<file path="config.mk">
export PLATFORM = sky130hd
export DESIGN_NAME = morse_keyer
export DESIGN_NICKNAME = d
export VERILOG_FILES = /design/src/rtl/morse_pkg.sv /design/src/rtl/to_morse.sv /design/src/rtl/morse_keyer.sv
export SDC_FILE = /design/constraint.sdc
export NUM_CORES = 1
export LEC_CHECK = 0
export ABC_AREA = 1
export BUFFER_PORTS_ARGS = -buffer_cell sky130_fd_sc_hd__buf_2
export CORE_MARGIN = 3
export CORE_UTILIZATION = 61
export DETAILED_ROUTE_END_ITERATION = 12
export PLACE_DENSITY = 0.79
export RECOVER_POWER = 25
export SYNTH_ARGS = -nofsm -noshare
export SYNTH_HDL_FRONTEND = slang
export SYNTH_SLANG_ARGS = --single-unit
</file>
<file path="constraint.sdc">
create_clock -name clk -period 2.2 [get_ports clk]
set_input_delay 0.44 -clock clk [delete_from_list [all_inputs] [get_ports clk]]
set_output_delay 0.44 -clock clk [all_outputs]
set_load 0.05 [all_outputs]
</file>
<file path="src/rtl/morse_pkg.sv">
// Shared Morse keyer types, timing units and state encoding.
// The MORSE_WORD_GAP_EN build adds the word-gap state.
package morse_pkg;

  typedef enum logic [2:0] {
    IDLE     = 3'd0,
    MARK     = 3'd1,
    GAP      = 3'd2,
    CHAR_GAP = 3'd3,
    WORD_GAP = 3'd4
  } state_t;

  localparam int DOT_UNITS      = 1;
  localparam int DASH_UNITS     = 3;
  localparam int ELEM_GAP_UNITS = 1;
  localparam int CHAR_GAP_UNITS = 3;
  localparam int WORD_GAP_UNITS = 7;

  localparam logic [5:0] SPACE_CODE = 6'd36;

  // code[width-1] is sent first; 1 = dash, 0 = dot
  typedef struct packed {
    logic [4:0] code;
    logic [2:0] width;
  } morse_t;

  function automatic morse_t mk(
    input logic [4:0] c,
    input logic [2:0] w
  );
    morse_t m;
    m.code  = c;
    m.width = w;
    return m;
  endfunction

endpackage

</file>
<file path="src/rtl/to_morse.sv">
// Combinational character-code to Morse element lookup.
// Codes outside 0-35 fall back to the pattern for '0'.
module to_morse
  import morse_pkg::*;
(
  input  logic [5:0] ch,
  output morse_t     m
);

  always_comb begin
    m = mk(5'b11111, 3'd5);
    unique case (ch)
      6'd0:  m = mk(5'b11111, 3'd5);
      6'd1:  m = mk(5'b01111, 3'd5);
      6'd2:  m = mk(5'b00111, 3'd5);
      6'd3:  m = mk(5'b00011, 3'd5);
      6'd4:  m = mk(5'b00001, 3'd5);
      6'd5:  m = mk(5'b00000, 3'd5);
      6'd6:  m = mk(5'b10000, 3'd5);
      6'd7:  m = mk(5'b11000, 3'd5);
      6'd8:  m = mk(5'b11100, 3'd5);
      6'd9:  m = mk(5'b11110, 3'd5);
      6'd10: m = mk(5'b00001, 3'd2);
      6'd11: m = mk(5'b01000, 3'd4);
      6'd12: m = mk(5'b01010, 3'd4);
      6'd13: m = mk(5'b00100, 3'd3);
      6'd14: m = mk(5'b00000, 3'd1);
      6'd15: m = mk(5'b00010, 3'd4);
      6'd16: m = mk(5'b00110, 3'd3);
      6'd17: m = mk(5'b00000, 3'd4);
      6'd18: m = mk(5'b00000, 3'd2);
      6'd19: m = mk(5'b00111, 3'd4);
      6'd20: m = mk(5'b00101, 3'd3);
      6'd21: m = mk(5'b00100, 3'd4);
      6'd22: m = mk(5'b00011, 3'd2);
      6'd23: m = mk(5'b00010, 3'd2);
      6'd24: m = mk(5'b00111, 3'd3);
      6'd25: m = mk(5'b00110, 3'd4);
      6'd26: m = mk(5'b01101, 3'd4);
      6'd27: m = mk(5'b00010, 3'd3);
      6'd28: m = mk(5'b00000, 3'd3);
      6'd29: m = mk(5'b00001, 3'd1);
      6'd30: m = mk(5'b00001, 3'd3);
      6'd31: m = mk(5'b00001, 3'd4);
      6'd32: m = mk(5'b00011, 3'd3);
      6'd33: m = mk(5'b01001, 3'd4);
      6'd34: m = mk(5'b01011, 3'd4);
      6'd35: m = mk(5'b01100, 3'd4);
      default: m = mk(5'b11111, 3'd5);
    endcase
  end

endmodule

</file>
<file path="src/rtl/morse_keyer.sv">
// Morse keyer: one character per handshake, timed key line.
// Define MORSE_WORD_GAP_EN to send code 36 as a 7-unit word gap.
module morse_keyer
  import morse_pkg::*;
#(
  parameter int UNIT_CYCLES = 50_000_000 / 10,
  parameter int CNT_W       = $clog2(UNIT_CYCLES * 7 + 1)
) (
  input  logic       clk,
  input  logic       rst,
  input  logic [5:0] in_data,
  input  logic       in_valid,
  output logic       in_ready,
  output logic       key,
  output logic       busy,
  output logic       done
);

  localparam logic [CNT_W-1:0] ONE = CNT_W'(1);

  function automatic logic [CNT_W-1:0] ld(input int units);
    return CNT_W'(units * UNIT_CYCLES - 1);
  endfunction

  state_t           state, state_n;
  logic [CNT_W-1:0] cnt, cnt_n;
  logic [2:0]       idx, idx_n;
  logic [4:0]       code, code_n;
  logic [2:0]       width, width_n;

  morse_t     lk;
  logic       accept;
  logic       cnt_last;
  logic       more;
  logic [2:0] idx_first;
  logic [2:0] idx_dec;

  to_morse u_lut (
    .ch (in_data),
    .m  (lk)
  );

  assign accept    = in_valid && (state == IDLE);
  assign cnt_last  = (cnt == '0);
  assign idx_first = (lk.width == 3'd0) ? 3'd0 : lk.width - 3'd1;
  assign idx_dec   = idx - 3'd1;
  // width 0 or 1 is a single element regardless of idx
  assign more      = (idx != 3'd0) && (width > 3'd1);

  always_ff @(posedge clk or posedge rst) begin
    if (rst) begin
      state <= IDLE;
      cnt   <= '0;
      idx   <= '0;
      code  <= '0;
      width <= '0;
    end else begin
      state <= state_n;
      cnt   <= cnt_n;
      idx   <= idx_n;
      code  <= code_n;
      width <= width_n;
    end
  end

  always_comb begin
    state_n = state;
    cnt_n   = cnt;
    idx_n   = idx;
    code_n  = code;
    width_n = width;
    unique case (state)
      IDLE: begin
        if (accept) begin
`ifdef MORSE_WORD_GAP_EN
          if (in_data == SPACE_CODE) begin
            state_n = WORD_GAP;
            cnt_n   = ld(WORD_GAP_UNITS);
          end else
`endif
          begin
            code_n  = lk.code;
            width_n = lk.width;
            idx_n   = idx_first;
            state_n = MARK;
            cnt_n   = ld(lk.code[idx_first] ? DASH_UNITS : DOT_UNITS);
          end
        end
      end
      MARK: begin
        if (!cnt_last) begin
          cnt_n = cnt - ONE;
        end else if (more) begin
          state_n = GAP;
          cnt_n   = ld(ELEM_GAP_UNITS);
        end else begin
          state_n = CHAR_GAP;
          cnt_n   = ld(CHAR_GAP_UNITS);
        end
      end
      GAP: begin
        if (!cnt_last) begin
          cnt_n = cnt - ONE;
        end else begin
          idx_n   = idx_dec;
          state_n = MARK;
          cnt_n   = ld(code[idx_dec] ? DASH_UNITS : DOT_UNITS);
        end
      end
      CHAR_GAP: begin
        if (!cnt_last) cnt_n = cnt - ONE;
        else           state_n = IDLE;
      end
`ifdef MORSE_WORD_GAP_EN
      WORD_GAP: begin
        if (!cnt_last) cnt_n = cnt - ONE;
        else           state_n = IDLE;
      end
`endif
      default: begin
        state_n = IDLE;
        cnt_n   = '0;
      end
    endcase
  end

  assign in_ready = (state == IDLE);
  assign busy     = (state != IDLE);
  assign key      = (state == MARK);
  assign done     = cnt_last &&
                    ((state == CHAR_GAP) || (state == WORD_GAP));

endmodule

</file>
# After elaboration in Yosys (flattened, before gate mapping)

Memories as Yosys holds them, arrays and structs flattened.
Cells that the tools add are included.

Add/subtract/negate cells: 5
Multiply operators: 2
$lt $le $gt $ge: 3
Equality and inequality tests: 9
Multiplexer cells: 22
Reduce and logical (&&, ||, !) cells: 14

Operators by type and width:

| operator                                               | number |
|---|---|
| 2-to-1 mux 26 bit                                      | 4 |
| one-hot mux 26 bit (4 select lines)                    | 1 |
| subtractor 25 x 1 -> 26 bit (second input constant)    | 2 |
| multiplier 2 x 17 -> 19 bit (second input constant)    | 2 |
| zero test 26 bit                                       | 1 |
| subtractor 26 x 1 -> 26 bit (second input constant)    | 1 |
| 2-to-1 mux 24 bit                                      | 1 |
| 2-to-1 mux 3 bit                                       | 7 |
| one-hot mux 3 bit (4 select lines)                     | 1 |
| < comparator 3 x 4 -> 1 bit (second input constant)    | 2 |
| binary-select mux 1 bit (select 3 bit)                 | 2 |
| == test 3 x 2 -> 1 bit (second input constant)         | 2 |
| zero test 3 bit                                        | 2 |
| inequality test 2 bit (second input constant)          | 3 |
| one-hot mux 3 bit (2 select lines)                     | 1 |
| nonzero test 3 bit                                     | 2 |
| subtractor 3 x 1 -> 3 bit (second input constant)      | 2 |
| 2-to-1 mux 2 bit                                       | 2 |
| inequality test 2 x 1 -> 1 bit (second input constant) | 2 |
| AND reduction 2 bit                                    | 2 |
| AND reduction 4 bit                                    | 1 |
| == test 3 x 1 -> 1 bit (second input constant)         | 1 |
| == test 3 bit (second input constant)                  | 1 |
| > comparator 3 x 1 -> 1 bit (second input constant)    | 1 |
| 5 further kinds                                        | 9 |

Flip-flop bits (word level): 40
ROM bits: 512
Input bits: 9
Output and inout bits: 4
Logic and storage cells: 61
Memories kept: 1

Memory list:

| name             | depth | width | rd ports | clocked after memory_dff | wr ports | line           | RTL |
|---|---|---|---|---|---|---|---|
| (name not given) | 64    | 8     | 1        | 0                        | 0        | to_morse.sv:12 | `unique case (ch)` |

# Logic depth before layout (Yosys ltp)

Gate-level depths: netlist of the first run.
An unclocked memory read counts as a cell.

Word-level depth: 10
Depth in mapped cells: 19
Depth with buffers taken out: 19

# Cells and area by module

From an unflattened synthesis of the first run, not the netlist that was laid out.

Cell total of the unflattened synthesis: 531
Area, all modules: 3,367.0 µm²

Modules (own cells, without submodules):

| module      | instances | cells an instance | area an instance (µm²) | seq. area each (µm²) |
|---|---|---|---|---|
| morse_keyer | 1         | 424               | 2,788.9                | 950.9 |
| to_morse    | 1         | 107               | 578.1                  | 0.0 |

# Least setup slack after synthesis of the first run

Ideal clock, no wire load.

Kind: input -> register
From: input port in_data[1]
To: register cnt[11]
Setup time: 0.077 ns
Arrival time: 2.308 ns
Setup slack: -0.186 ns
Stages on the path: 15
Path through: inv_1 -> ha_1 -> inv_1 -> nand2_1 -> nand3_1 -> a221o_1 -> and2_1 -> ha_1 -> nor2_1 -> inv_1 -> nand2_1 -> nand2_1 -> nand3_1 -> nand2_1 -> a21oi_1

Word-level cells in the longest chain between the ends: 10
Elaborated cells between the ends (all ways): 11
Those cells by class: add/sub: 2; mul: 1; mux: 6; reduce/logical: 1; memory: 1

RTL lines:

| what                                                         | line              | RTL |
|---|---|---|
| start, declared                                              | morse_keyer.sv:11 | `input logic [5:0] in_data,` |
| memory read (64 x 8 bit) *                                   | n/a               |  |
| subtractor 3 x 1 -> 3 bit or zero test 3 bit (tied branches) | morse_keyer.sv:45 | `assign idx_first = (lk.width == 3'd0) ? 3'd0 : lk.width - 3'd1;` |
| 2-to-1 mux 3 bit                                             | morse_keyer.sv:45 |  |
| binary-select mux 1 bit (select 3 bit) *                     | morse_keyer.sv:86 | `cnt_n = ld(lk.code[idx_first] ? DASH_UNITS : DOT_UNITS);` |
| 2-to-1 mux 1 bit (implied by the code) *                     | morse_keyer.sv:86 |  |
| 2-to-1 mux 2 bit *                                           | morse_keyer.sv:86 |  |
| multiplier 2 x 17 -> 19 bit *                                | morse_keyer.sv:22 | `return CNT_W'(units * UNIT_CYCLES - 1);` |
| subtractor 25 x 1 -> 26 bit *                                | morse_keyer.sv:22 |  |
| 2-to-1 mux 26 bit *                                          | morse_keyer.sv:74 | `if (accept) begin` |
| one-hot mux 26 bit (4 select lines) *                        | morse_keyer.sv:72 | `unique case (state)` |
| end signal, assigned                                         | morse_keyer.sv:59 | `cnt <= cnt_n;` |
| end, declared                                                | morse_keyer.sv:26 | `logic [CNT_W-1:0] cnt, cnt_n;` |

Every way passes the cells marked *; elsewhere a longest branch is shown, timed or not. The select of a mux whose other input is x is not followed.
A chain may end at the register's enable or synchronous reset.

# Worst setup path after layout of the first run

From: register cnt[9]
To: output port done

Word-level cells in the longest chain between the ends: 2

RTL lines:

| what              | line               | RTL |
|---|---|---|
| zero test 26 bit  | morse_keyer.sv:44  | `assign cnt_last = (cnt == '0);` |
| logical AND 1 bit | morse_keyer.sv:130 | `assign done = cnt_last &&` |
| end, declared     | morse_keyer.sv:16  | `output logic done` |

No other way between the ends.

==> run_results.csv, run 1 <==
group,metric,value,unit
worst_setup_path,data_required_time_of_the_critical_path,1.76,ns
global_route,gr-usage-met3,6.57,%
worst_setup_path,end_kind,"output port",
sta,clock.fmax,0.454,GHz
global_route,first_global_vias,2977,
global_route,grt_start_max_net_pins,39,
sta,worstMarginPinSlew,0.964,ns
synthesis,synth.area.mux_share,0,%
synthesis,post_synth_num_cell_types,42,
sta,min_period,2.20,ns
drt,detail-route-antenna-nets,0,
floorplanning,area_of_the_die,0.00588,mm²
worst_setup_path,crit_type,"reg -> out",
synthesis,synth_top_cell_area_share,31.2,%
synthesis,synth.ff_latch_count,38,
worst_setup_path,worstPathMaxFanout,4,
synthesis,synth_nets,468,
cells_and_area,area.growth.synth_to_final,24.7,%
floorplanning,die_w,76.7,µm
global_route,groute.layer.met1.usage,40.7,%
clock_tree,clk_pin_slew,0.08,ns
global_route,grt_first_pass_wirelength,13.8,mm
place,dp_hpwl,6.10,mm
synthesis,area_fraction_in_and_or_nand_and_nor_cells_after_synthesis,40.0,%
worst_setup_path,cp_data_arrival_time,1.76,ns
global_route,grt_antenna_before_repair,0,
sta,fin_ws,-0.00460,ns
global_route,gr-usage-all-layers,28.8,%
clock_tree,tritoncts_sinks,38,
synthesis,netlist_instances,449,
floorplanning,ios,13,
floorplanning,initial_core_util,63.7,%
synthesis,synth_xor_area_share,2.59,%
place,gpl.final_weighted_congestion,0.936,
global_route,use_met2,44.1,%
outcome,failed_checks,"negative setup slack",
cells_and_area,post_route_cells_drive_above_1_share,29.0,%
sta,skew,0.00609,ns
synthesis,synthFlopType,"dfrtp_1",
worst_hold_path,hp-class,"in -> async",
clock_tree,cts_buffer_count,5,
drt,vias_per_cell,5.53,
sta,hold_viol_final,0,
cells_and_area,final_area,0.00380,mm²
synthesis,yosys-top-cells-count,"nand2_1, nor2_1, inv_1",
synthesis,synth-async-reset-ratio,100,%
sta,hold_ws,0.433,ns
place,dpl-instance-area,0.00354,mm²
outcome,run_status,"finished, violations left",
power_and_ir_drop,power.ir.vdd_worst,589,µV
drt,detail_route.first_pass.iterations,5,
drt,route.vias.total,3151,
floorplanning,core_region_area,0.00479,mm²
sta,unrepaired_setup_endpoints_after_global_routing,"true",
cells_and_area,n_antenna_cell,0,
drt,remaining_drc_errors,0,
clock_tree,worst_skew_pair.late_latency,0.29,ns
global_route,grt_remaining_overflow,0,
synthesis,netlist.top_cell.by_area,"dfrtp_1",
floorplanning,std_cell_rows,25,
synthesis,synth_enable_flop_cells,0,
synthesis,synth-seq-area-share,31.2,%
synthesis,avgSynthCellArea,6.79,µm²
clock_tree,number_of_levels_the_h_tree_was_split_into,2,
clock_tree,cts-root-to-sink-buffers,2,
global_route,globalRoute.busiestLayer,"met2",
place,port_buffers,12,
cells_and_area,finish.net_count,521,
synthesis,yosys_warnings,0,
synthesis,post_synth_instance_area,0.00305,mm²
clock_tree,cts_tree,"built",
synthesis,yosysMostFrequentCell,"nand2_1",
worst_setup_path,crit_path_start_kind,"flop",
sta,drv_slew,0,
power_and_ir_drop,power_per_cell_area,773,mW/mm²
clock_tree,root_cell_of_the_clock_tree,"clkbuf_8",
sta,finalCritPeriodShare,100,%
synthesis,synth.area.top_cells,"dfrtp_1, nand2_1, nor2_1, nand3_1, inv_1",
drt,drt-wirelength-per-cell,14.3,µm
power_and_ir_drop,leakage,1.82,nW
drt,wl,8.13,mm
sta,slew-limit-headroom,35.7,%
synthesis,synth_adder_area_share,4.11,%
synthesis,synth-compound-area-share,14.3,%
floorplanning,die_h,76.7,µm
synthesis,main_combinational_cell_family_by_area_after_synthesis,"simple AND/OR/NAND/NOR gates",
drt,detailedRoute.firstIterationViolations,277,
sta,finalSetupViolations,4,
flow_run,drv.max_cap_violation_count,0,
==> power breakdown <==
| group | switching, W | leakage, nW | internal, W | total (W) |
|---|---|---|---|---|
| combinational | 0.000760 | 1.30 | 0.000528 | 0.00129 |
| clock | 0.000250 | 0.0482 | 0.000253 | 0.000503 |
| sequential | 0.000249 | 0.471 | 0.000899 | 0.00115 |
| total | 0.00126 | 1.82 | 0.00168 | 0.00294 |
==> cells in the final DEF (no fill, tap or decap), types with 2 or more instances in the layout <==
cell type / count
a21oi_2: 9
o211ai_1: 4
nand2_1: 105
nor2_4: 8
nand3_1: 39
o21ai_2: 4
a21oi_1: 20
a31oi_1: 3
ha_1: 3
buf_4: 39
nand3b_1: 2
nor4_1: 2
or2_2: 4
ha_4: 6
or2_0: 2
nand4_1: 7
nor2_2: 10
o21ai_0: 15
nand2_2: 9
nand2_4: 5
inv_2: 14
buf_2: 10
dfrtp_1: 38
xor2_1: 5
o21ai_1: 8
nand3_4: 3
xnor2_1: 4
inv_1: 35
nand3_2: 5
clkbuf_8: 6
nor2_1: 54
nor3_1: 4
==> metal layers <==
metal  vias up  wire length, µm
met3        13              640
met2       128             3640
met4         0              110
li1       1579                -
met1      1431             3740
met5         -                0
==> worst max-delay path, cell delays in order, from the launching register on <==
cell	delay (ns)
dfrtp_1	0.47
nor2_4	0.18
nand2_1	0.11
nor2_2	0.16
inv_2	0.06
nor2_4	0.14
nand2_4	0.08
nor2_2	0.10
buf_6	0.17
==> what timing repair did <==
item                                    4_1_cts  5_1_grt
hold buffers                                  0        0
endpoints found under the setup margin        9       14
resized for setup                            24       21
buffers inserted                              1        1
pin swaps                                     9       17
==> cells by family (layout without fill, tap and decap cells) <==
kind of cell / count (synthesis) / after routing
AND/OR/NAND/NOR: 263 / 263
flip-flops: 38 / 38
adder cells (fa/ha/maj): 10 / 10
AO/OA/AOI/OAI: 71 / 71
buffers and inverters: 58 / 112
XOR/XNOR: 9 / 9
==> sequential cells by signal (all words and copies together), names as in the netlist <==
| signal | count |
|---|---|
| cnt | 26 |
| code | 5 |
| idx | 3 |
| state | 2 |
| width | 2 |
==> through the flow <==
stage	power [W]	utilization, %	setup TNS [ns]	instances	worst slack, ns
finish	0.00294	79.4	-0.0126	570	-0.00460
detailed placement	0.00229	74.0	-3.41	560	-0.401
global route	0.00316	79.4	-0.762	570	-0.107
global placement	0.00226	74.0	-2.45	560	-0.300
CTS	0.00287	77.8	0	569	0.000827
floorplan	0.00198	-	-0.126	449	-0.0204
==> area by class of cell <==
cell class              count  area [µm²]
clock buffers               7        86.3
clock inverters             1        5.00
well taps                  67        83.8
multi-input cells         353        2080
repair buffers             53         394
fillers                   352         985
flip-flops and latches     38         951
inverters                  51         198
==> path summary, 6_finish.rpt <==
path | from | endpoint | slack (ns) | cells past startpoint
min in group clk | code[2] | code[2] | 0.49 | 2
max reg2reg | cnt[13] | cnt[9] | 0.15 | 9
min reg2reg | code[2] | code[2] | 0.49 | 2
max | cnt[9] | done | -0.005 | 8
min | rst | idx[2] | 0.43 | 3
max in group asynchronous | rst | cnt[17] | 1.17 | 3
Power figures use the tool's default switching activity.
==> inputs of run 2 (changes only) <==
--- a/config.mk
+++ b/config.mk
@@ -11,7 +11,6 @@
 export CORE_UTILIZATION = 61
 export DETAILED_ROUTE_END_ITERATION = 12
 export PLACE_DENSITY = 0.79
-export RECOVER_POWER = 25
 export SYNTH_ARGS = -nofsm -noshare
 export SYNTH_HDL_FRONTEND = slang
 export SYNTH_SLANG_ARGS = --single-unit
==> run 2 against run 1 <==
Compared with the run above:
- the run still ends with negative setup slack left
- sequential share of layout area is essentially flat
- power about the same
- first-iteration DRC count unchanged
- maximum frequency about the same
- final area is essentially flat
- clock power about the same
- flip-flop and latch count is the same
- critical path type is now in -> reg
==> run_results.csv, run 2 (synthesized netlist as in run 1, its figures left out) <==
group,metric,value,unit
clock_tree,root_cell_of_the_clock_tree,"clkbuf_8",
power_and_ir_drop,leakage,1.82,nW
floorplanning,area_of_the_die,0.00588,mm²
cells_and_area,layout_common_cells,"nand2_1, nor2_1, buf_4, nand3_1, dfrtp_1",
sta,fin_ws,-0.00539,ns
global_route,first_global_vias,2977,
floorplanning,die_w,76.7,µm
sta,hold_ws,0.255,ns
drt,vias_per_cell,5.54,
global_route,grt_antenna_before_repair,0,
worst_setup_path,cp_data_arrival_time,2.42,ns
floorplanning,ios,13,
drt,wl,8.12,mm
cells_and_area,area.growth.synth_to_final,24.8,%
sta,finalCritPeriodShare,100,%
cells_and_area,largest_registers,"cnt (26), code (5), idx (3)",
drt,detailedRoute.firstIterationViolations,277,
clock_tree,worst_skew_pair.late_latency,0.29,ns
sta,slew-limit-headroom,67.2,%
power_and_ir_drop,power_per_cell_area,773,mW/mm²
sta,skew,0.00612,ns
global_route,grt_start_max_net_pins,39,
clock_tree,tritoncts_sinks,38,
floorplanning,core_region_area,0.00479,mm²
clock_tree,total_of_hold_buffers_inserted_after_clock_tree_synthesis,0,
cells_and_area,utilization,79.5,%
cells_and_area,finish.net_count,521,
cells_and_area,area_of_combinational_cells_with_multiple_inputs,0.00208,mm²
cells_and_area,layout.cells.most_common,"nand2_1",
drt,detail_route.first_pass.iterations,5,
power_and_ir_drop,power.ir.vdd_worst,589,µV
worst_setup_path,end_kind,"flop",
worst_hold_path,hp-class,"in -> async",
clock_tree,cts_tree,"built",
drt,route.vias.total,3155,
cells_and_area,final_area,0.00380,mm²
worst_setup_path,cp_cell_sequence,"buf_2 > inv_2 > ha_1 > inv_1 > nor2_1 > inv_1 > nand2_1 > a221o_1 > and2_4 > ha_4 > nor2_4 > inv_2 > nand2_1 > nand2_2 > nand3_2 > nand2_4 > a21oi_2",
clock_tree,cts_buffer_count,5,
place,dp_hpwl,6.10,mm
worst_setup_path,crit_type,"in -> reg",
global_route,gr-usage-all-layers,28.8,%
place,gpl.final_weighted_congestion,0.936,
sta,unrepaired_setup_endpoints_after_global_routing,"true",
sta,hold_viol_final,0,
worst_setup_path,crit_path_start_kind,"input pin",
place,place_worst_setup_slack,-0.401,ns
worst_setup_path,crit_path_max_incr_delay,0.33,ns
worst_setup_path,critical-path-top-delay-family,"simple AND/OR/NAND/NOR gates",
floorplanning,die_h,76.7,µm
global_route,grt_remaining_overflow,0,
worst_setup_path,cp_slowest_cell,"a221o_1",
cells_and_area,post_route_cells_drive_above_1_share,29.0,%
global_route,grt_first_pass_wirelength,13.8,mm
floorplanning,initial_core_util,63.7,%
cells_and_area,largest_register_ffs,26,
clock_tree,number_of_levels_the_h_tree_was_split_into,2,
outcome,failed_checks,"negative setup slack",
cells_and_area,final-seq-area,951,µm²
drt,remaining_drc_errors,0,
sta,drv_slew,0,
cells_and_area,num-fill-cells,351,
clock_tree,clk_pin_slew,0.08,ns
drt,drt-wirelength-per-cell,14.2,µm
sta,min_period,2.21,ns
clock_tree,cts-root-to-sink-buffers,2,
floorplanning,std_cell_rows,25,
worst_setup_path,worstPathMaxFanout,4,
place,dpl-instance-area,0.00354,mm²
drt,detail-route-antenna-nets,0,
worst_setup_path,critical_path_buf_inv_count,5,
sta,finalSetupViolations,4,
sta,fin_setup_tns,-0.0156,ns
place,port_buffers,12,
flow_run,drv.max_cap_violation_count,0,
sta,clock.fmax,0.453,GHz
sta,worstMarginPinSlew,0.492,ns
worst_setup_path,data_required_time_of_the_critical_path,2.42,ns
cells_and_area,largest_register,"cnt",
cells_and_area,n_antenna_cell,0,
outcome,run_status,"finished, violations left",
-- run 2: cell count changes in the layout (fill, tap and decap cells not counted) --
cell      change
clkbuf_2      -1
buf_4         +1
-- run 2: layout make-up --
type / count / area share, %
Multi-Input combinational cell: 353 / 54.8
Sequential cell: 38 / 25.0
Clock inverter: 1 / 0.132
Inverter: 51 / 5.20
Tap cell: 67 / 2.20
Clock buffer: 7 / 2.27
Timing Repair Buffer: 53 / 10.4
-- run 2: worst min-delay path: cells and delay by family --
| family | cells | cell delay [ns] |
|---|---|---|
| buffers and inverters | 3 | 0.55 |
-- run 2: stage by stage --
stage	total power (W)	cells
2_1_floorplan	0.00198	449
3_3_place_gp	0.00226	560
3_5_place_dp	0.00229	560
4_1_cts	0.00287	569
5_1_grt	0.00316	570
6_report	0.00294	570
-- run 2: final timing paths --
path                       cells past startpoint       end  slack (ns)        from
setup / recovery                              17    cnt[9]      -0.005  in_data[0]
hold reg to reg                                2   code[2]        0.49     code[2]
min in group clk                               2   code[2]        0.49     code[2]
hold / removal                                 3  state[1]        0.26         rst
max in group asynchronous                      3   cnt[17]        1.60         rst
setup reg to reg                               9    cnt[9]        0.16     cnt[13]
-- run 2: repair_timing --
action | CTS | global route
gates resized for setup | 24 | 21
pin swaps | 9 | 17
setup buffers | 1 | 1
hold endpoints to repair | 0 | 0
setup endpoints to repair | 9 | 14
-- run 2: power breakdown --
| group | internal (W) | switching [W] | leakage, nW | total (W) |
|---|---|---|---|---|
| clock network | 0.000253 | 0.000250 | 0.0482 | 0.000503 |
| registers | 0.000899 | 0.000249 | 0.471 | 0.00115 |
| logic | 0.000528 | 0.000759 | 1.30 | 0.00129 |
| total | 0.00168 | 0.00126 | 1.82 | 0.00294 |
-- run 2: metal layers --
layer | global-route usage (%) | vias to the layer above | share of wire [%]
met5 | 0 | - | 0
met4 | 7.97 | 0 | 1.4
met3 | 6.57 | 13 | 7.5
met2 | 44.1 | 123 | 45
met1 | 40.7 | 1439 | 46
li1 | - | 1580 | -
==> inputs of run 3 (changes only) <==
--- a/config.mk
+++ b/config.mk
@@ -14,3 +14,4 @@
 export SYNTH_ARGS = -nofsm -noshare
 export SYNTH_HDL_FRONTEND = slang
 export SYNTH_SLANG_ARGS = --single-unit
+export TNS_END_PERCENT = 50
==> run 3 against run 2 <==
Compared with the run above:
- the flow still finishes with violations (negative setup slack)
- global-route usage is 1.0 points higher
- power is 0.80% higher
- die area is the same
- critical path type unchanged
==> run_results.csv, run 3 (synthesized netlist as in run 1, its figures left out) <==
group,metric,value,unit
worst_setup_path,cp_slowest_cell,"a221o_1",
worst_setup_path,crit_path_max_incr_delay,0.34,ns
floorplanning,std_cell_rows,25,
place,dp_hpwl,6.19,mm
worst_setup_path,cp_cell_sequence,"buf_8 > clkinvlp_4 > ha_4 > nand2_1 > nand2_1 > a221o_1 > and2_4 > ha_4 > inv_2 > nand2_2 > nand2_1 > nand2_1 > nand2_2 > nand4_4 > a21oi_2",
global_route,first_global_vias,3079,
worst_hold_path,hp-class,"in -> async",
cells_and_area,layout_common_cells,"nand2_1, nor2_1, buf_4, nand3_1, dfrtp_1",
cells_and_area,n_antenna_cell,0,
cells_and_area,post_route_cells_drive_above_1_share,29.6,%
worst_setup_path,end_kind,"flop",
place,gpl.final_weighted_congestion,0.936,
power_and_ir_drop,power_per_cell_area,771,mW/mm²
drt,routed.top_layer,"met4",
outcome,failed_checks,"negative setup slack",
floorplanning,die_h,76.7,µm
floorplanning,core_region_area,0.00479,mm²
sta,skew,0.00756,ns
floorplanning,area_of_the_die,0.00588,mm²
power_and_ir_drop,power.ir.vdd_worst,541,µV
floorplanning,ios,13,
sta,finalCritPeriodShare,102,%
global_route,gr-usage-all-layers,29.8,%
drt,wl_met3,688,µm
worst_setup_path,worstPathMaxFanout,5,
worst_setup_path,critical-path-top-delay-family,"simple AND/OR/NAND/NOR gates",
cells_and_area,layout.cells.most_common,"nand2_1",
cells_and_area,largest_registers,"cnt (26), code (5), idx (3)",
clock_tree,number_of_levels_the_h_tree_was_split_into,2,
sta,clock.fmax,0.448,GHz
floorplanning,die_w,76.7,µm
worst_setup_path,data_required_time_of_the_critical_path,2.42,ns
cells_and_area,utilization,80.3,%
drt,route.vias.total,3231,
worst_setup_path,count_of_cell_instances_traversed_by_the_critical_path,15,
power_and_ir_drop,leakage,1.84,nW
sta,hold_viol_final,0,
cells_and_area,largest_register,"cnt",
clock_tree,tritoncts_sinks,38,
sta,slew-limit-headroom,66.9,%
worst_setup_path,crit_type,"in -> reg",
cells_and_area,largest_register_ffs,26,
global_route,grt_start_max_net_pins,39,
drt,detail-route-antenna-nets,0,
clock_tree,cts-root-to-sink-buffers,2,
floorplanning,initial_core_util,63.7,%
flow_run,drv.max_cap_violation_count,0,
global_route,grt_antenna_before_repair,0,
place,port_buffers,12,
clock_tree,clk_pin_slew,0.08,ns
drt,drt-wirelength-per-cell,14.6,µm
worst_setup_path,timing.reg2reg.worst_path_depth,11,
worst_setup_path,critPathLaunch,"in_data[1]",
clock_tree,cts_tree,"built",
drt,vias_per_cell,5.63,
worst_setup_path,crit_path_frequent_cell,"nand2_1",
global_route,grt_remaining_overflow,0,
sta,unrepaired_setup_endpoints_after_global_routing,"true",
drt,met2_wirelength,3.86,mm
sta,worstMarginPinSlew,0.496,ns
cells_and_area,area.growth.synth_to_final,26.1,%
worst_setup_path,crit_path_start_kind,"input pin",
sta,fin_ws,-0.0342,ns
clock_tree,cts_buffer_count,5,
clock_tree,worst_skew_pair.late_latency,0.29,ns
worst_setup_path,critical_path.reg2reg.startpoint,"idx[0]",
sta,drv_slew,0,
cells_and_area,finish.net_count,525,
drt,wl,8.39,mm
drt,wirelength_met1,3.70,mm
drt,detailedRoute.firstIterationViolations,280,
drt,detail_route.first_pass.iterations,5,
drt,remaining_drc_errors,0,
sta,min_period,2.23,ns
worst_setup_path,cp_data_arrival_time,2.45,ns
place,place_worst_setup_slack,-0.364,ns
sta,finalSetupViolations,7,
clock_tree,root_cell_of_the_clock_tree,"clkbuf_8",
worst_setup_path,critical_path_buf_inv_count,3,
outcome,run_status,"finished, violations left",
global_route,grt_first_pass_wirelength,14.2,mm
[run 3: changes by cell type in the layout (fill, tap and decap cells not counted), sizes merged]
cell and delta:
buf +3, clkbuf +1
[run 3: repair_timing]
action	4_1_cts	5_1_grt
setup buffers	2	4
hold buffers	0	0
pin swaps	8	18
gates resized for setup	18	29
setup endpoints to repair	9	15
[run 3: final cells by class]
cell class	instances	area, µm²
Sequential cell	38	951
Inverter	51	198
Fill cell	356	942
Clock buffer	7	86.3
Timing Repair Buffer	57	429
Multi-Input combinational cell	353	2090
Tap cell	67	83.8
Clock inverter	1	5.00
[run 3: per-stage QoR]
| step | hold WS, ns | total power (W) | instances | cell area [µm²] | TNS (ns) |
|---|---|---|---|---|---|
| global route | 0.286 | 0.00318 | 574 | 3840 | -1.06 |
| global placement | 0.466 | 0.00226 | 560 | 3540 | -2.45 |
| floorplan | 0.450 | 0.00198 | 449 | 3140 | -0.126 |
| finish | 0.256 | 0.00296 | 574 | 3840 | -0.0965 |
| detailed placement | 0.476 | 0.00230 | 560 | 3540 | -3.19 |
| CTS | 0.265 | 0.00287 | 570 | 3710 | 0 |
[run 3: worst paths after layout]
check / end / slack (ns)
max: cnt[23] / -0.03
min in group clk: code[2] / 0.50
max reg2reg: cnt[15] / 0.13
min: idx[2] / 0.26
max in group asynchronous: cnt[19] / 1.60
min reg2reg: code[2] / 0.50
[run 3: power by group]
part	internal [W]	total (W)	switching (W)
Combinational	0.000541	0.00131	0.000773
Clock	0.000253	0.000500	0.000247
Sequential	0.000900	0.00115	0.000248
Total	0.00169	0.00296	0.00127
[run 3: layer usage]
metal | up-vias | global-route usage, %
met1 | 1495 | 42.4
met2 | 147 | 46.3
met4 | 0 | 9.24
li1 | 1575 | -
met5 | - | 0
met3 | 14 | 4.81
[run 3: worst register-to-register path: stages, from the launching register on]
cell	delay (ns)
dfrtp_1	0.41
inv_1	0.12
ha_1	0.22
or2_2	0.28
nand2_1	0.09
nand2_1	0.06
nand2_1	0.11
nand3_1	0.09
nand2_1	0.17
nand3_1	0.10
a21oi_1	0.23
a21oi_2	0.09
